<file path="config.mk">
export PLATFORM = sky130hd
export DESIGN_NAME = sonar_serial_deserializer_flat
export DESIGN_NICKNAME = d
export VERILOG_FILES = /design/src/rtl/sonar_serial_deserializer_if.sv /design/src/rtl/sonar_serial_deserializer.sv /design/src/flat_wrapper.sv
export SDC_FILE = /design/constraint.sdc
export NUM_CORES = 1
export LEC_CHECK = 0
export ABC_AREA = 1
export CAP_MARGIN = 30
export CORE_MARGIN = 2
export CORE_UTILIZATION = 58
export DETAILED_ROUTE_END_ITERATION = 10
export MAX_ROUTING_LAYER = met4
export PLACE_DENSITY = 0.85
export SYNTH_ARGS = -nofsm -noshare
export SYNTH_HDL_FRONTEND = slang
export SYNTH_SLANG_ARGS = --single-unit
</file>
<file path="constraint.sdc">
create_clock -name clk -period 4.35 [get_ports clk]
set_input_delay 0.87 -clock clk [delete_from_list [all_inputs] [get_ports clk]]
set_output_delay 0.87 -clock clk [all_outputs]
set_load 0.005 [all_outputs]
</file>
<file path="src/rtl/sonar_serial_deserializer_if.sv">
// Purpose: bundles the serial-capture input strobes and the held-word valid/ready outputs.
// Latency: none, wiring only.
// Backpressure: ready travels from the consumer back to the deserializer; other signals flow forward.
interface sonar_serial_deserializer_if #(
    parameter int WIDTH    = 16,
    parameter int CHANNELS = 4
);
    localparam int CW = $clog2(WIDTH + 1);

    logic                      enable;
    logic                      frame;
    logic [CHANNELS-1:0]       d;
    logic [CHANNELS*WIDTH-1:0] q;
    logic                      valid;
    logic                      ready;
    logic                      overrun;
    logic                      sync_err;
    logic [CW-1:0]             bit_count;

    // Source side: drives the serial strobes and the consumer ready.
    modport master (
        output enable, frame, d, ready,
        input  q, valid, overrun, sync_err, bit_count
    );

    // Deserializer side.
    modport slave (
        input  enable, frame, d, ready,
        output q, valid, overrun, sync_err, bit_count
    );
endinterface

</file>
<file path="src/rtl/sonar_serial_deserializer.sv">
// Purpose: lock-step multi-channel serial-to-parallel capture with frame sync, overrun and resync flags.
// Latency: q/valid load on the edge that samples the last bit of a word; valid is seen the next cycle.
// Backpressure: q is held while valid && !ready; a word completing then is dropped and overrun sticks.
module sonar_serial_deserializer #(
    parameter int WIDTH      = 16,
    parameter int CHANNELS   = 4,
    parameter bit MSB_FIRST  = 1'b1,
    parameter bit CONTINUOUS = 1'b0
) (
    input  logic                       clk,
    input  logic                       reset,
    sonar_serial_deserializer_if.slave bus
);
    localparam int            CW   = $clog2(WIDTH + 1);
    localparam logic [CW-1:0] LAST = CW'(WIDTH - 1);
    localparam logic [CW-1:0] ONE  = CW'(1);

    typedef enum logic [1:0] {
        IDLE  = 2'd0,
        SHIFT = 2'd1,
        ARMED = 2'd2
    } state_t;

    state_t                    state;
    logic [WIDTH-1:0]          sr       [CHANNELS];
    logic [WIDTH-1:0]          sr_shift [CHANNELS];
    logic [WIDTH-1:0]          sr_first [CHANNELS];
    logic [CHANNELS*WIDTH-1:0] word;

    logic [CHANNELS*WIDTH-1:0] q_r;
    logic                      valid_r;
    logic                      overrun_r;
    logic                      sync_err_r;
    logic [CW-1:0]             bit_count_r;

    // Per-strobe event decode: new word start, mid-word resync, plain shift, or final bit.
    logic start;
    logic resync;
    logic advance;
    logic complete;

    // Classify the current enabled cycle; nothing happens on cycles without enable.
    always_comb begin
        start    = 1'b0;
        resync   = 1'b0;
        advance  = 1'b0;
        complete = 1'b0;
        if (bus.enable) begin
            case (state)
                IDLE:  start = bus.frame;
                ARMED: start = 1'b1;
                SHIFT: begin
                    if (bus.frame) begin
                        resync = 1'b1;
                    end else if (bit_count_r == LAST) begin
                        complete = 1'b1;
                    end else begin
                        advance = 1'b1;
                    end
                end
                default: ;
            endcase
        end
    end

    // Next shift-register values per channel: shifted-in bit, or a fresh word seeded with bit 1.
    always_comb begin
        word = '0;
        for (int c = 0; c < CHANNELS; c++) begin
            if (MSB_FIRST) begin
                sr_shift[c] = {sr[c][WIDTH-2:0], bus.d[c]};
                sr_first[c] = {{(WIDTH-1){1'b0}}, bus.d[c]};
            end else begin
                sr_shift[c] = {bus.d[c], sr[c][WIDTH-1:1]};
                sr_first[c] = {bus.d[c], {(WIDTH-1){1'b0}}};
            end
            word[c*WIDTH +: WIDTH] = sr_shift[c];
        end
    end

    // Framing FSM, shift registers and the valid/ready holding register, all registered.
    always_ff @(posedge clk) begin
        if (reset) begin
            state       <= IDLE;
            q_r         <= '0;
            valid_r     <= 1'b0;
            overrun_r   <= 1'b0;
            sync_err_r  <= 1'b0;
            bit_count_r <= '0;
            for (int c = 0; c < CHANNELS; c++) begin
                sr[c] <= '0;
            end
        end else begin
            sync_err_r <= 1'b0;

            // Consumer take; a completion below on the same edge re-asserts valid.
            if (valid_r && bus.ready) begin
                valid_r <= 1'b0;
            end

            // Start or restart a word: any partial bits are thrown away.
            if (start || resync) begin
                for (int c = 0; c < CHANNELS; c++) begin
                    sr[c] <= sr_first[c];
                end
                bit_count_r <= ONE;
                state       <= SHIFT;
            end

            if (resync) begin
                sync_err_r <= 1'b1;
            end

            if (advance) begin
                for (int c = 0; c < CHANNELS; c++) begin
                    sr[c] <= sr_shift[c];
                end
                bit_count_r <= bit_count_r + ONE;
            end

            // Final bit: hand the word over if the holding register is free, else drop it.
            if (complete) begin
                for (int c = 0; c < CHANNELS; c++) begin
                    sr[c] <= sr_shift[c];
                end
                bit_count_r <= '0;
                state       <= CONTINUOUS ? ARMED : IDLE;
                if (!valid_r || bus.ready) begin
                    q_r     <= word;
                    valid_r <= 1'b1;
                end else begin
                    overrun_r <= 1'b1;
                end
            end
        end
    end

    assign bus.q         = q_r;
    assign bus.valid     = valid_r;
    assign bus.overrun   = overrun_r;
    assign bus.sync_err  = sync_err_r;
    assign bus.bit_count = bit_count_r;

endmodule

</file>
<file path="src/flat_wrapper.sv">
// flat-port wrapper written by rule: the top's interface ports become plain ports
module sonar_serial_deserializer_flat 
#(
    parameter int WIDTH      = 16,
    parameter int CHANNELS   = 4,
    parameter bit MSB_FIRST  = 1'b1,
    parameter bit CONTINUOUS = 1'b0
)
  (clk, reset, bus_enable, bus_frame, bus_d, bus_ready, bus_q, bus_valid, bus_overrun, bus_sync_err, bus_bit_count);
  sonar_serial_deserializer_if #(.WIDTH(WIDTH), .CHANNELS(CHANNELS)) bus_i ();
  input  logic clk;
  input  logic reset;
  input wire logic [$bits(bus_i.enable)-1:0] bus_enable;
  input wire logic [$bits(bus_i.frame)-1:0] bus_frame;
  input wire logic [$bits(bus_i.d)-1:0] bus_d;
  input wire logic [$bits(bus_i.ready)-1:0] bus_ready;
  output wire logic [$bits(bus_i.q)-1:0] bus_q;
  output wire logic [$bits(bus_i.valid)-1:0] bus_valid;
  output wire logic [$bits(bus_i.overrun)-1:0] bus_overrun;
  output wire logic [$bits(bus_i.sync_err)-1:0] bus_sync_err;
  output wire logic [$bits(bus_i.bit_count)-1:0] bus_bit_count;
  assign bus_i.enable = bus_enable;
  assign bus_i.frame = bus_frame;
  assign bus_i.d = bus_d;
  assign bus_i.ready = bus_ready;
  assign bus_q = bus_i.q;
  assign bus_valid = bus_i.valid;
  assign bus_overrun = bus_i.overrun;
  assign bus_sync_err = bus_i.sync_err;
  assign bus_bit_count = bus_i.bit_count;
  sonar_serial_deserializer #(.WIDTH(WIDTH), .CHANNELS(CHANNELS), .MSB_FIRST(MSB_FIRST), .CONTINUOUS(CONTINUOUS)) u_core (.clk(clk), .reset(reset), .bus(bus_i));
endmodule
</file>
Yosys cells after proc, flatten, opt, wreduce, memory -nomap -nowiden. Memory sizes are Yosys's and may differ from the RTL's. Index checks and enable logic that the tools add are counted. W data, S select, Z words.

Flip-flop bits (word level): 73. RAM bits: 64. Input bits: 9. Output and inout bits: 72. Memories kept: 1.

Memory list: u_core.sr (depth 4, width 16, rd ports 4, clocked after memory_dff 0, write ports 4, line sonar_serial_deserializer.sv:25) `logic [WIDTH-1:0] sr [CHANNELS];`.

Add/subtract/negate cells: 1. Eq/ne operators: 1. Mux-type cells: 42. Bitwise operators: 13. Reductions and logical operators: 9.

Operators with widths (count): $mux W16 (12); $mux W1 (28); $or A1 B1 Y1 (12); $mux W5 (2); $add A5 B1 Y5 const B (1); $eq A5 B4 Y1 const B (1); $reduce_and A2 Y1 (2); $logic_not A2 Y1 (1); $logic_or A1 B1 Y1 (2); $reduce_bool A2 Y1 (1); $reduce_or A2 Y1 (1); $logic_and A1 B1 Y1 (1); $logic_not A1 Y1 (1); $not A1 Y1 (1).

Longest topological paths before layout. Gate-level depths: netlist (run 1).

Depth after elaboration: 10. Mapped depth: 11. Gate-level depth less buffers: 9.

Least setup slack after synthesis (run 1). OpenSTA, ideal clock, no wires.

Kind: input port to flip-flop. Start point: in reset. End point: mem u_core.sr[0][0] (enable). Library setup time: 0.406 ns. Arrival: 1.672 ns. Required time: 3.944 ns. Setup slack: 2.272 ns. Stages on the path: 3. Path through: inv_2 -> clkbuf_1 -> nand3_1.

RTL lines: start, declared (line flat_wrapper.sv:12) `input logic reset;`; end, declared (line sonar_serial_deserializer.sv:25).

Worst setup path in the final report (run 1).
Start point: in bus_enable. End point: reg u_core.q_r[31], in the netlist u_core.bus.q[31].

Longest elaborated chain between the ends: 2.

Ends and longest elaborated chain: start, declared (line flat_wrapper.sv:13) `input wire logic [$bits(bus_i.enable)-1:0] bus_enable;`; $mux W1 (line sonar_serial_deserializer.sv:48) `if (bus.enable) begin`; $reduce_and A2 Y1 (no line); end signal, assigned (line sonar_serial_deserializer.sv:129) `q_r <= word;`; end, declared (line sonar_serial_deserializer.sv:30) `logic [CHANNELS*WIDTH-1:0] q_r;`.

No other way between the ends. A chain may end at the register's enable or synchronous reset.

==> results of run 1 <==
state kept, by name (all words and copies together) (netlist names):
name                  flops
u_core.state              1
u_core.bus.bit_count      5
u_core.bus.overrun        1
u_core.bus.q             64
u_core.bus.valid          1
u_core.sr                60
u_core.bus.sync_err       1
Yosys cell counts:
cell                       count  area [um2]
sky130_fd_sc_hd__a21oi_1       7        35.0
sky130_fd_sc_hd__nor2_1      174         653
sky130_fd_sc_hd__nand4_1       1        6.26
sky130_fd_sc_hd__nor2_2       21         131
sky130_fd_sc_hd__inv_1        72         270
sky130_fd_sc_hd__nand2_2       1        6.26
sky130_fd_sc_hd__buf_8         5        75.1
sky130_fd_sc_hd__buf_1         9        33.8
sky130_fd_sc_hd__nor2_8        1        20.0
sky130_fd_sc_hd__inv_2         1        3.75
sky130_fd_sc_hd__buf_2        13        65.1
sky130_fd_sc_hd__nor3_1        1        5.00
sky130_fd_sc_hd__nand2_1      78         293
sky130_fd_sc_hd__dfxtp_1      73        1460
sky130_fd_sc_hd__edfxtp_1     60        1800
sky130_fd_sc_hd__nand2_4       1        11.3
sky130_fd_sc_hd__nor2_4        2        22.5
sky130_fd_sc_hd__or2_2         1        6.26
sky130_fd_sc_hd__buf_12        1        20.0
sky130_fd_sc_hd__clkbuf_1      6        22.5
sky130_fd_sc_hd__ha_1          2        25.0
sky130_fd_sc_hd__nand3_1      77         385
final cells by class:
type | count | area share, %
repair buffers | 85 | 12.9
flip-flops and latches | 133 | 48.6
clock inverters | 8 | 1.44
inverters | 73 | 4.08
multi-input cells | 367 | 24.0
clock buffers | 23 | 6.95
well taps | 111 | 2.07
kinds of logic (layout without fill, tap and decap cells):
group,Yosys count,after routing
and+or+nand+nor,358,358
DFF,133,133
buffers and inverters,107,189
AOI/OAI and AO/OA,7,7
adders and majority gates,2,2
routing by layer:
metal	vias up	GRT usage, %	wire length (um)
met3	29	6.13	673
li1	2027	-	-
met1	1924	29.1	4660
met2	180	38.2	5620
met4	0	9.69	268
met5	-	-	0
path summary, 6_finish.rpt:
check                                                endpoint                                  from  cells after the start  slack, ns
worst min register to register  u_core.bus.q[48]$_SDFFE_PP0P_         u_core.bus.q[48]$_SDFFE_PP0P_                      2       0.48
worst max-delay path            u_core.bus.q[31]$_SDFFE_PP0P_                            bus_enable                      7       1.93
worst min-delay path            u_core.bus.q[48]$_SDFFE_PP0P_         u_core.bus.q[48]$_SDFFE_PP0P_                      2       0.48
worst max register to register  u_core.bus.q[31]$_SDFFE_PP0P_  u_core.bus.bit_count[0]$_SDFFE_PP0P_                      8       2.07
power by group through the flow:
stage          registers [mW]  logic (mW)  clock network [mW]
6_report                 1.36      0.0971                1.36
5_1_grt                  1.36       0.109                1.42
4_1_cts                  1.36      0.0961                1.36
3_5_place_dp             1.38      0.0929                   0
3_3_place_gp             1.38      0.0902                   0
2_1_floorplan            1.38      0.0644                   0
worst reg2reg max path, delay by kind of cell, from the launching register on:
kind / cells / cell delay, ns
fa+ha+maj: 2 / 0.47
flops: 1 / 0.44
simple gates: 6 / 1.30
through the flow:
step	setup WS (ns)	util, %	power, mW	instance area, um2
floorplan	2.27	-	1.44	5350
global placement	1.51	67.1	1.47	6110
detailed placement	1.37	67.1	1.47	6110
CTS	1.80	73.3	2.82	6670
global route	1.82	73.7	2.88	6710
finish	1.93	73.7	2.81	6710
==> reports/metrics.yaml, run 1 <==
share_of_post_route_cells_with_drive_strength_above_1_pct: 9.29
synth.area.mux_share_pct: 0
cap_viol_max_count: 0
synth-seq-area-share_pct: 60.9
slew_viol_final: 0
antennaDiodeCount: 0
clock.fmax_mhz: 414
yosys.area_share.xor_xnor_pct: 0
run_status: "complete, no violations"
grt_start_max_net_pins: 66
clock_latency_ns: 0.52
finalWeightedCongestion: 0.794
crit_required_ns: 4.79
die_x_um: 100
synth_fp_nets: 618
crit_type: "in2reg"
final_count_of_hold_timing_violations: 0
dpl.cell_count: 767
p_sw_share_pct: 20.8
cts.hold.buffers_added: 0
global_route_wire_length_before_repair_um: 18300
clock_sinks: 133
finalWorstPathRequiredPeriod_ns: 2.42
timing.setup.tns_ns: 0
fin_crit_sh_pct: 55.6
final_nets: 688
post_synth_num_cell_types: 22
comb_power_share_pct: 3.5
route.detailed.wl_per_inst_um: 14.0
instances_no_fill: 800
ctsLongestPathBuffers: 2
power.density_cell_area_nw_per_um2: 419
worst_ep_arrival_time_ns: 2.86
clock_tree_from_tritoncts: "yes"
dr_total_vias: 4160
ys_seq_elements: 133
worstHoldPathType: "reg2reg"
drt_drc_violations_left: 0
synth-simple-area-share_pct: 28.8
fillerInstances: 603
worstSetupEndpointType: "flop"
post_synthesis_to_final_layout_area_growth_pct: 25.4
detailedRoute.firstPassIterationCount: 5
floorplan.initialDensity_pct: 58.8
yosysWarnings: 0
synthesis.area_per_instance_um2: 8.82
layout.cells.most_common: "sky130_fd_sc_hd__nor2_1"
clkPwrFrac_pct: 48.3
report.final.setup_viol: 0
grt_setup_unrepaired: "no"
cts-htree-levels: 4
synth-adder-area-share_pct: 0.467
die_y_um: 100
clock_skew_ns: 0.00793
p_leak_nw: 2.66
synth_compound_area_share_pct: 0.654
first_global_vias: 3935
holdWs_ns: 0.480
cts_resized: 0
grt_antenna_before_repair: 0
synth.cell_area_um2: 5350
hpwlAfterDp_um: 6580
clockRootBuffer: "sky130_fd_sc_hd__clkbuf_8"
std_cell_rows: 35
boundary_pins: 81
grt.overflow.total: 0
timing.slew.headroom_pct: 39.1
internal_power_mw: 2.23
pwr-share-seq_pct: 48.3
fp.dieArea_um2: 10000
cp_top_family: "simple AND/OR/NAND/NOR gates"
sequential_cell_area_um2: 3260
floorplan.core_area_um2: 9110
critical_path.startpoint_type: "input port"
area_of_the_multi_input_gates_um2: 1610
grt_usage_pct: 23.9
mostFrequentLayoutCells: "sky130_fd_sc_hd__nor2_1, sky130_fd_sc_hd__clkdlybuf4s50_1, sky130_fd_sc_hd__nand2_1, sky130_fd_sc_hd__nand3_1, sky130_fd_sc_hd__dfxtp_1"
critPathBufInv: 1
critical_path.most_common_cell: "sky130_fd_sc_hd__nor2_1"
net-switching-power_uw: 585
wirelength_um: 11200
port-buffer-count: 80
timing.critical_path.slowest_cell_delay_ns: 0.68
synth_top_family_by_area: "simple AND/OR/NAND/NOR gates"
crit_path_cell_trace: "clkdlybuf4s50_1 > nand2_2 > nor2_4 > nand2_4 > nor2_8 > nor2_1 > nor2_1"
clkSlewWorstSetupHoldPaths_ns: 0.05
antenna_left: 0
cts_setup_buffers: 0
worstPathMaxFanout: 64
detailedRoute.firstIterationViolations: 330
cts_inserted_buffers: 17
vdd_ir_drop_max_mv: 0.227
synthCells: 607
max_slew.worst_pin.slew_ns: 0.914
routed_via_density: 5.20
cpMaxStageDelayCell: "sky130_fd_sc_hd__nor2_8"
Note: power is estimated with default switching activity, not from simulation.
==> run 2, diff against run 1 <==
Settings changed: CORE_UTILIZATION 58 to 48, PLACE_DENSITY 0.85 to 0.75.
Clock period 4.35 ns to 2.2 ns, I/O delays scaled along.
==> reports/metrics.yaml, run 2 (synthesis gave the netlist of run 1 again) <==
floorplan.initialDensity_pct: 49.4  # -9.4 points
max_slew.worst_pin.slew_ns: 0.431  # -0.482 ns
m1WireLength_um: 4760  # +2.2%
fillerInstances: 908  # +51%
cp.depth: 1  # -6
first_global_vias: 3867  # -1.7%
timing.setup.tns_ns: 0  # unchanged
global_route_wire_length_before_repair_um: 17700  # -3.2%
antenna_left: 0  # unchanged
holdPathStages: 2  # unchanged
cpMaxStageDelayCell: "sky130_fd_sc_hd__clkdlybuf4s50_1"
clock_latency_ns: 0.52  # about the same
layout.cells.most_common: "sky130_fd_sc_hd__nor2_1"
worst_r2r_startpoint: "u_core.bus.bit_count[0]$_SDFFE_PP0P_"
final_count_of_hold_timing_violations: 0  # unchanged
cts_setup_buffers: 0  # unchanged
cp-startpoint: "u_core.bus.bit_count[0]$_SDFFE_PP0P_"
grt_antenna_before_repair: 0  # unchanged
critPathBufInv: 1  # unchanged
floorplan.core_area_um2: 10800  # +19%
sequential_cell_area_um2: 3260  # unchanged
crit_type: "reg2out"
post_synthesis_to_final_layout_area_growth_pct: 28.5
routed_via_density: 4.81  # -7.5%
die_x_um: 110  # +9.5%
cts_resized: 0  # unchanged
boundary_pins: 81  # unchanged
grt_start_max_net_pins: 45  # -32%
fin_util_pct: 63.5  # -10 points
worst-r2r-setup-slack_ns: 0.28  # -1.79 ns
route.detailed.wl_per_inst_um: 12.7  # -9.8%
port-buffer-count: 80  # unchanged
p_leak_nw: 2.73  # +2.6%
cp_top_family: "buffers and inverters"
final_nets: 700  # +1.7%
ctsLongestPathBuffers: 2  # unchanged
fp.dieArea_um2: 12000  # +20%
clock_tree_from_tritoncts: "yes"
hpwlAfterDp_um: 6890  # +4.7%
clkSlewWorstSetupHoldPaths_ns: 0.06  # about the same
worstSetupEndpointType: "output port"
cts_inserted_buffers: 17  # unchanged
share_of_post_route_cells_with_drive_strength_above_1_pct: 11.4  # +2.1 points
cts.hold.buffers_added: 0  # unchanged
wirelength_um: 10700  # -5.1%
timing.rr.end: "u_core.bus.q[10]$_SDFFE_PP0P_"
area_of_the_multi_input_gates_um2: 1610  # unchanged
cap_viol_max_count: 0  # unchanged
die_y_um: 110  # +9.5%
grt.overflow.total: 0  # unchanged
worst_ep_arrival_time_ns: 1.50  # -1.36 ns
power.density_cell_area_nw_per_um2: 804  # +92%
grt_setup_unrepaired: "no"
detailedRoute.firstIterationViolations: 207  # -37%
crit_path_cell_trace: "clkdlybuf4s50_1"
antennaDiodeCount: 0  # unchanged
cts-htree-levels: 4  # unchanged
drt_drc_violations_left: 0  # unchanged
run_status: "complete, no violations"
clock_sinks: 133  # unchanged
crit_required_ns: 1.76  # -3.03 ns
fin_crit_sh_pct: 88.2
report.final.setup_viol: 0  # unchanged
vdd_ir_drop_max_mv: 0.472  # +110%
reg2reg_depth: 10  # +2
critPathCapture: "bus_bit_count[0]"
mostFrequentLayoutCells: "sky130_fd_sc_hd__nor2_1, sky130_fd_sc_hd__clkdlybuf4s50_1, sky130_fd_sc_hd__nand2_1, sky130_fd_sc_hd__nand3_1, sky130_fd_sc_hd__dfxtp_1"
instances_no_fill: 842  # +5.3%
worstHoldPathType: "reg2reg"
top_signal_layer_used: "met4"
finalWorstPathRequiredPeriod_ns: 1.94
std_cell_rows: 38  # +8.6%
met3WireLength_um: 504  # -25%
finalWeightedCongestion: 0.771  # -3.0%
grt_usage_pct: 19.6  # -4.2 points
critical_path.startpoint_type: "flop"
met2RoutedLength_um: 5280  # -6.1%
finalPower_mw: 5.53  # +97%
timing.critical_path.slowest_cell_delay_ns: 0.55  # -0.13 ns
detailedRoute.firstPassIterationCount: 4  # -1
dpl.cell_count: 810  # +5.6%
worstPathMaxFanout: 6  # -91%
largest_register_ff_count: 64  # unchanged
slew_viol_final: 0  # unchanged
timing.slew.headroom_pct: 71.3  # +32 points
dr_total_vias: 4051  # -2.6%
clock.fmax_mhz: 515
clockRootBuffer: "sky130_fd_sc_hd__clkbuf_8"
clock_skew_ns: 0.00457  # -0.00336 ns
run 2: changes by cell type in the layout (fill, tap and decap cells not counted), sizes merged:
| cell | previous run | this run |
|---|---|---|
| clkbuf | 23 | 20 |
| buf | 5 | 17 |
| bufinv | 2 | 1 |
| clkinv | 2 | 7 |
| clkinvlp | 1 | 2 |
| inv | 76 | 75 |
run 2: worst min path at each step:
stage	start	endpoint	slack, ns
4_1_cts	u_core.bus.q[41]$_SDFFE_PP0P_	u_core.bus.q[41]$_SDFFE_PP0P_	0.49
5_1_grt	u_core.bus.q[44]$_SDFFE_PP0P_	u_core.bus.q[44]$_SDFFE_PP0P_	0.50
3_3_place_gp	u_core.bus.q[48]$_SDFFE_PP0P_	u_core.bus.q[48]$_SDFFE_PP0P_	0.46
2_1_floorplan	u_core.bus.overrun$_SDFFE_PP0P_	u_core.bus.overrun$_SDFFE_PP0P_	0.46
6_report	u_core.bus.q[41]$_SDFFE_PP0P_	u_core.bus.q[41]$_SDFFE_PP0P_	0.48
3_5_place_dp	u_core.bus.q[46]$_SDFFE_PP0P_	u_core.bus.q[46]$_SDFFE_PP0P_	0.47
run 2: per-layer routing:
| layer | vias to the layer above | track usage [%] |
|---|---|---|
| met1 | 1896 | 23.0 |
| met5 | - | - |
| met3 | 13 | 5.63 |
| li1 | 2052 | - |
| met2 | 90 | 32.4 |
| met4 | 0 | 6.96 |
run 2: final cells by class:
type / instances / area share, %
well taps: 140 / 2.55
clock inverters: 12 / 1.45
repair buffers: 97 / 14.4
flip-flops and latches: 133 / 47.4
multi-input cells: 367 / 23.4
inverters: 73 / 3.98
clock buffers: 20 / 6.78
run 2: metrics by stage:
stage | hold slack [ns] | cell area [um2] | setup slack (ns)
CTS | 0.488 | 6880 | 0.252
global route | 0.505 | 6880 | 0.0440
global placement | 0.462 | 6310 | 0.279
detailed placement | 0.473 | 6310 | 0.222
floorplan | 0.460 | 5350 | 0.432
finish | 0.485 | 6880 | 0.259
run 2: report_power, final:
part / internal [mW] / total (mW) / switching [mW]
Sequential: 2.66 / 2.68 / 0.0225
Combinational: 0.0621 / 0.197 / 0.135
Clock: 1.62 / 2.66 / 1.04
==> run 3, diff against run 2 <==
Settings changed: CORE_MARGIN 2 to 3.
==> reports/metrics.yaml, run 3 (synthesis gave the netlist of run 1 again) <==
run_status: "complete, no violations"
antenna_left: 0  # unchanged
cts-htree-levels: 4  # unchanged
die_x_um: 112  # +1.8%
grt_start_max_net_pins: 65  # +44%
final_count_of_hold_timing_violations: 0  # unchanged
die_y_um: 112  # +1.8%
fin_util_pct: 64.4  # +0.94 points
crit_required_ns: 2.61  # +0.85 ns
first_global_vias: 4039  # +4.4%
max_slew.worst_pin.slew_ns: 0.349  # -0.0826 ns
worstPathMaxFanout: 31  # +25
p_sw_share_pct: 20.3  # -1.3 points
internal_power_mw: 4.30  # -0.70%
clock_tree_from_tritoncts: "yes"
clock.fmax_mhz: 508  # -1.3%
global_route_wire_length_before_repair_um: 18600  # +5.4%
timing.slew.headroom_pct: 76.7  # +5.4 points
dr_total_vias: 4039  # -0.30%
grt_setup_unrepaired: "no"
finalWorstSetupSlack_ns: 0.233  # -0.0262 ns
pwr-share-seq_pct: 49.6  # +1.2 points
final_nets: 696  # -0.57%
clkSlewWorstSetupHoldPaths_ns: 0.06  # about the same
critical_path.startpoint_type: "flop"
hpwlAfterDp_um: 6980  # +1.3%
net-switching-power_mw: 1.10  # -8.4%
grt.overflow.total: 0  # unchanged
routed_via_density: 4.84  # +0.66%
reg2reg_depth: 10  # unchanged
comb_power_share_pct: 3.7  # about the same
route.detailed.wl_per_inst_um: 12.7  # +0.71%
grt_antenna_before_repair: 0  # unchanged
boundary_pins: 81  # unchanged
clock_latency_ns: 0.52  # about the same
detailedRoute.firstIterationViolations: 217  # +4.8%
holdWs_ns: 0.481  # -0.00330 ns
share_of_post_route_cells_with_drive_strength_above_1_pct: 10.3  # -1.1 points
cap_viol_max_count: 0  # unchanged
std_cell_rows: 37  # -2.6%
grt_usage_pct: 18.9  # -0.72 points
slew_viol_final: 0  # unchanged
vdd_ir_drop_max_mv: 0.536  # +14%
placed_cell_area_um2: 6280  # -0.55%
power.density_cell_area_nw_per_um2: 791  # -1.6%
largest_register_ff_count: 64  # unchanged
ctsLongestPathBuffers: 2  # unchanged
layout.cells.most_common: "sky130_fd_sc_hd__nor2_1"
worstSetupEndpointType: "flop"
wirelength_um: 10600  # -0.24%
detailedRoute.firstPassIterationCount: 4  # unchanged
finalWorstPathRequiredPeriod_ns: 1.97  # +0.0262 ns
holdPathStages: 2  # unchanged
cts_setup_buffers: 0  # unchanged
port-buffer-count: 80  # unchanged
timing.setup.tns_ns: 0  # unchanged
worst_ep_arrival_time_ns: 2.37  # +0.87 ns
fp.dieArea_um2: 12500  # +3.7%
post_synthesis_to_final_layout_area_growth_pct: 27.5
floorplan.core_area_um2: 10600  # -2.2%
pre_cts_slack_ns: 0.204  # -0.0182 ns
antennaDiodeCount: 0  # unchanged
p_leak_nw: 2.70  # -0.91%
fin_crit_sh_pct: 89.4  # +1.2 points
clock_skew_ns: 0.0122  # +0.00766 ns
finalWeightedCongestion: 0.800  # +3.8%
clockRootBuffer: "sky130_fd_sc_hd__clkbuf_8"
clkPwrFrac_pct: 46.7  # -1.3 points
cts_inserted_buffers: 17  # unchanged
report.final.setup_viol: 0  # unchanged
worstHoldPathType: "reg2reg"
crit_type: "reg2reg"
mostFrequentLayoutCells: "sky130_fd_sc_hd__nor2_1, sky130_fd_sc_hd__clkdlybuf4s50_1, sky130_fd_sc_hd__nand2_1, sky130_fd_sc_hd__nand3_1, sky130_fd_sc_hd__dfxtp_1"
clock_sinks: 133  # unchanged
final_area_um2: 6830  # -0.76%
drt_drc_violations_left: 0  # unchanged
floorplan.initialDensity_pct: 50.5  # +1.1 points
-- run 3: cell types whose count changed in the layout (fill, tap and decap cells not counted), sizes merged --
cell	before	now
clkinvlp	2	0
clkinv	7	4
buf	17	13
clkbuf	20	28
bufinv	1	0
inv	75	73
-- run 3: metal layers --
metal	vias to the layer above	GRT usage, %	part of all wire, %
li1	2045	-	-
met1	1894	22.5	45
met2	89	30.9	49
met3	11	5.87	4.6
met4	0	5.92	1.0
met5	-	-	0
-- run 3: power groups by stage --
stage | Clock (mW) | Sequential (mW) | Combinational, mW
3_3_place_gp | 0 | 2.73 | 0.190
3_5_place_dp | 0 | 2.73 | 0.196
6_report | 2.52 | 2.68 | 0.197
5_1_grt | 2.70 | 2.69 | 0.225
2_1_floorplan | 0 | 2.72 | 0.127
4_1_cts | 2.58 | 2.68 | 0.198
-- run 3: stage by stage --
step | std cells | power [mW]
2_1_floorplan | 607 | 2.85
3_3_place_gp | 802 | 2.92
3_5_place_dp | 802 | 2.93
4_1_cts | 834 | 5.45
5_1_grt | 834 | 5.61
6_report | 834 | 5.40
-- run 3: cell type report --
class	count	area, um2
tap	136	170
multi-input combinational	367	1610
fill	891	3770
clock buffer	28	526
clock inverter	4	20.0
sequential	133	3260
timing repair buffer	93	965
inverter	73	274
-- run 3: what timing repair did --
action                     CTS  global route
hold buffers                 0             0
setup endpoints to repair    0             3
gates resized for setup      0             1
-- run 3: path summary, 6_finish.rpt --
kind,startpoint,end,slack (ns)
setup / recovery,u_core.bus.bit_count[0]$_SDFFE_PP0P_,u_core.bus.q[26]$_SDFFE_PP0P_,0.23
hold / removal,u_core.bus.q[54]$_SDFFE_PP0P_,u_core.bus.q[54]$_SDFFE_PP0P_,0.48
setup reg to reg,u_core.bus.bit_count[0]$_SDFFE_PP0P_,u_core.bus.q[26]$_SDFFE_PP0P_,0.23
hold reg to reg,u_core.bus.q[54]$_SDFFE_PP0P_,u_core.bus.q[54]$_SDFFE_PP0P_,0.48
-- run 3: critical path: stages (launching register included) --
cell and delay, ns:
sky130_fd_sc_hd__dfxtp_1 0.43, sky130_fd_sc_hd__ha_1 0.20, sky130_fd_sc_hd__nand2_1 0.07, sky130_fd_sc_hd__nor2_1 0.11, sky130_fd_sc_hd__ha_1 0.26, sky130_fd_sc_hd__inv_1 0.10, sky130_fd_sc_hd__nor2_4 0.16, sky130_fd_sc_hd__buf_6 0.26
sky130_fd_sc_hd__nand3_1 0.12, sky130_fd_sc_hd__nand2_1 0.10, sky130_fd_sc_hd__nor2_2 0.04
